[src/rtl/fifo_tile_reader.sv]
// fifo_tile_reader: pops one TILE_LEN-word tile from an upstream FIFO into a 2-entry ready/valid output buffer.
// Optional FIFO_TILE_READER_UNDERRUN_CNT_EN adds a saturating underrun_cnt output.
module fifo_tile_reader #(
  parameter int DATA_WIDTH = 8,
  parameter int TILE_LEN = 4
) (
  input  logic                  clk,
  input  logic                  reset,
  input  logic                  start,
  input  logic                  fifo_empty,
  input  logic [DATA_WIDTH-1:0] fifo_data,
  output logic                  fifo_rd_en,
  output logic [DATA_WIDTH-1:0] out_data,
  output logic                  out_valid,
  input  logic                  out_ready,
  output logic                  out_last,
  output logic                  busy,
  output logic                  done
`ifdef FIFO_TILE_READER_UNDERRUN_CNT_EN
  ,
  output logic [15:0]           underrun_cnt
`endif
);
  localparam logic [7:0] TL = 8'(TILE_LEN);
  localparam logic [7:0] TL1 = 8'(TILE_LEN - 1);
  typedef enum logic [1:0] {IDLE, RUN, DRAIN} state_t;
  state_t state;
  logic [7:0] issued, sent;
  logic [1:0] occ, occ_p;
  logic inflight, pop;
  logic [DATA_WIDTH-1:0] tail;
  assign out_valid = occ != 2'd0;
  assign pop = out_valid & out_ready;
  assign occ_p = occ - {1'b0, pop};
  assign busy = state != IDLE;
  assign out_last = out_valid && sent == TL1;
  // Words already buffered plus the one in flight must leave room for the next capture.
  assign fifo_rd_en = reset && state == RUN && !fifo_empty && issued < TL &&
                      ({1'b0, occ} + {2'b0, inflight}) < (3'd2 + {2'b0, pop});
  always_ff @(posedge clk) begin
    if (!reset) begin
      state <= IDLE;
      issued <= '0;
      sent <= '0;
      occ <= '0;
      inflight <= 1'b0;
      out_data <= '0;
      tail <= '0;
      done <= 1'b0;
    end else begin
      inflight <= fifo_rd_en;
      occ <= occ_p + {1'b0, inflight};
      out_data <= (inflight && occ_p == 2'd0) ? fifo_data : pop ? tail : out_data;
      tail <= (inflight && occ_p == 2'd1) ? fifo_data : tail;
      done <= state == DRAIN && pop && out_last;
      if (state == IDLE) begin
        if (start && !done) begin
          state <= RUN;
          issued <= '0;
          sent <= '0;
        end
      end else begin
        issued <= issued + {7'b0, fifo_rd_en};
        sent <= sent + {7'b0, pop};
      end
      if (state == RUN && fifo_rd_en && issued == TL1) state <= DRAIN;
      if (state == DRAIN && pop && out_last) state <= IDLE;
    end
  end
`ifdef FIFO_TILE_READER_UNDERRUN_CNT_EN
  always_ff @(posedge clk) begin
    if (!reset) underrun_cnt <= '0;
    else if (state == RUN && issued < TL && fifo_empty && underrun_cnt != 16'hFFFF)
      underrun_cnt <= underrun_cnt + 16'd1;
  end
`endif
endmodule
[config.mk]
export PLATFORM = sky130hd
export DESIGN_NAME = fifo_tile_reader
export DESIGN_NICKNAME = d
export VERILOG_FILES = /design/src/rtl/fifo_tile_reader.sv
export SDC_FILE = /design/constraint.sdc
export NUM_CORES = 1
export LEC_CHECK = 0
export CORE_ASPECT_RATIO = 2
export CORE_UTILIZATION = 45
export CTS_CLUSTER_DIAMETER = 150
export CTS_CLUSTER_SIZE = 16
export DETAILED_ROUTE_END_ITERATION = 16
export GPL_ROUTABILITY_DRIVEN = 0
export PLACE_DENSITY_LB_ADDON = 0.08
export SYNTH_ARGS = -nofsm -noshare
export SYNTH_HDL_FRONTEND = slang
export SYNTH_SLANG_ARGS = --single-unit
[constraint.sdc]
create_clock -name clk -period 5.83 [get_ports clk]
set_input_delay 1.4575 -clock clk [delete_from_list [all_inputs] [get_ports clk]]
set_output_delay 1.4575 -clock clk [all_outputs]
set_load 0.005 [all_outputs]
==> impl_metrics.ini <==
[power]
powerDensity_nw_per_um2 = 278.8
power.leakage_nw = 0.8596
ir_drop_mv = 0.1712

[sta]
layout_setup_ws_ns = 1.299
max_freq_mhz = 220.7
setup_violations = 0
finalHoldViolations = 0
setup_tns_ns = 0
fin_crit_sh_pct = 77.71
final.min_clock_period_ns = 4.531
clock_skew_ns = 0.002740
max_slew.worst_pin.slew_ns = 0.6082
slew_headroom_pct = 59.41
rsz0062_at_grt = false
finalMaxSlewViolations = 0

[worst_setup_path]
startpoint_type = primary input
cp.required_ns = 4.37
critical_path_class = in2out
rrSetupSlack_ns = 3.44
timing.rr.end = issued[6]
crit_top_cell = clkdlybuf4s50_1
cp.arrival_ns = 3.07
cp_max_fo = 12
cp_slowest_cell = clkdlybuf4s50_1
crit_chain = clkdlybuf4s50_1 -> o21ai_1 -> buf_4 -> o21a_1 -> nor2_1 -> clkdlybuf4s50_1
timing.rr.start = occ[0]
slowest_delay_ns = 0.53
reg2reg_depth = 10
crit_path_end_kind = primary output

[finish]
nets = 235
drive_above_1_share_pct = 5.140
n_antenna_cell = 0
final_area_sq_um = 2135
postLayoutCoreUtil_pct = 57.93
fin_cells = 263
syn_to_final_growth_pct = 21.25

[clock_network]
cts_made_buffers = 5
clk_pin_slew_ns = 0.07
clkLatencyLatePin_ns = 0.28
clockRootBuffer = clkbuf_8
ctsHoldBuffers = 0
cts_sinks = 38
clockBufferDepth = 2
post_cts.repair.setup_buffers = 0
h-tree-depth = 2
post_cts_resized = 0
cts_tree = yes

[synthesis]
syn_nets = 208
synth_edf_count = 0
synthTopCellsByArea = dfxtp_1, mux2i_1, ha_1, nor2b_1, nor2_1
yosys_most_used_dff = dfxtp_1
synth_cells = 187
yosys-top-cells-count = dfxtp_1, nor2_1, mux2i_1, nand2_1, nor2b_1
ys_ff_latch = 38
synth_warnings = 0
synth_area_leader_cell = dfxtp_1
yosysUniqueCellTypes = 41
async_flop_share_pct = 0
avgSynthCellArea_sq_um = 9.414
synth_area_sq_um = 1760
ys_seq_area_share_pct = 43.21
yosysTopAreaCellShare_pct = 43.21
synth.most_common_cell = dfxtp_1

[placement]
dpl.cell_count = 256
io_buffers = 25
dp_worst_setup_slack_ns = 1.293
placed_area_sq_um = 2058
dpl.hpwl_um = 2799

[floorplanning]
die_h_um = 90.46
die_w_um = 46.23
core_area_sq_um = 3685
rows = 31
ios = 26
initial_core_util_pct = 47.78
dieArea_sq_um = 4181

[routing]
postRouteWirelength_um = 3765
vias = 1448
post_drt_via_cell_ratio = 5.506
top_layer = met4
m1WireLength_um = 1533
route.detailed.drc = 0
wire_per_inst_um = 14.32
met2_length_um = 2042
ant_nets = 0
first_iter_violations = 25
wl_met3_um = 121
first_pass_iters = 4

[worst_hold_path]
hold_path_class = reg2reg
min_from = sent[7]
hold_depth = 1
hold_end = sent[7]

[global_route]
grt_use_total_pct = 20.28
first_global_vias = 1490
grt_pass1_wl_um = 6313
grt_overflow_total = 0
grt_max_degree = 22
antenna_found_initial = 0

[status]
status = finished clean

[run]
maxCapViolations = 0
[cell usage in the layout, fill, tap and decap left out, types with 5 or more instances in the layout]
cell type         n
clkbuf_8          5
nand3_1           6
nand2_1          14
a21oi_1           7
a211oi_1          6
dfxtp_1          38
mux2i_1          16
nor2_1           18
ha_1              8
inv_1             5
nor2b_1          11
clkdlybuf4s50_1  25
[worst max-delay path by stage]
stage / cells past startpoint / endpoint / start
floorplan: 3 / fifo_rd_en / out_ready
global placement: 6 / fifo_rd_en / out_ready
detailed placement: 6 / fifo_rd_en / out_ready
CTS: 6 / fifo_rd_en / out_ready
global route: 6 / fifo_rd_en / out_ready
finish: 6 / fifo_rd_en / out_ready
[critical path: cells and delay by family]
| kind | cells | cell delay (ns) |
|---|---|---|
| AO/OA/AOI/OAI | 2 | 0.28 |
| buffers and inverters | 3 | 1.18 |
| AND/OR/NAND/NOR | 1 | 0.16 |
[metrics by stage]
stage           power, W  hold WS (ns)
2_1_floorplan  0.0003807        0.4424
3_3_place_gp   0.0004321        0.4548
3_5_place_dp   0.0004370        0.4761
4_1_cts        0.0006033        0.4835
5_1_grt        0.0006322        0.5013
6_report       0.0005951        0.4878
[cells by family (layout without fill, tap and decap cells)]
| group | count (synthesis) | in the layout | synth area share [%] |
|---|---|---|---|
| buf+inv | 14 | 41 | 3.198 |
| xor+xnor | 1 | 1 | 0.4976 |
| simple gates | 69 | 69 | 20.47 |
| flops | 38 | 38 | 43.21 |
| compound gates | 39 | 39 | 16.56 |
| fa+ha+maj | 8 | 8 | 5.686 |
| mux | 18 | 18 | 10.38 |
[report_power, final]
part           switching, W  leakage [nW]  internal [W]
clock network     0.0000831        0.0383     0.0000823
registers         0.0000135         0.307      0.000276
logic             0.0000666         0.514     0.0000736
total              0.000163         0.860      0.000432
[final cells by class]
| type | instances | area (sq um) |
|---|---|---|
| Clock buffer | 7 | 76.32 |
| Fill cell | 338 | 1550 |
| Timing Repair Buffer | 27 | 265.3 |
| Inverter | 7 | 27.53 |
| Tap cell | 49 | 61.31 |
| Multi-Input combinational cell | 135 | 943.4 |
| Sequential cell | 38 | 760.7 |
[flip-flops by register name, indices dropped and copies added, names as in the netlist]
register / flops
done: 1
inflight: 1
issued: 8
occ: 2
out_data: 8
sent: 8
state: 2
tail: 8
[layer usage]
metal	up-vias	global-route usage [%]
met5	-	0
met4	0	8.824
met3	6	5.200
met2	23	36.62
met1	682	19.80
li1	737	-
Note: power is estimated with default switching activity, not from simulation.
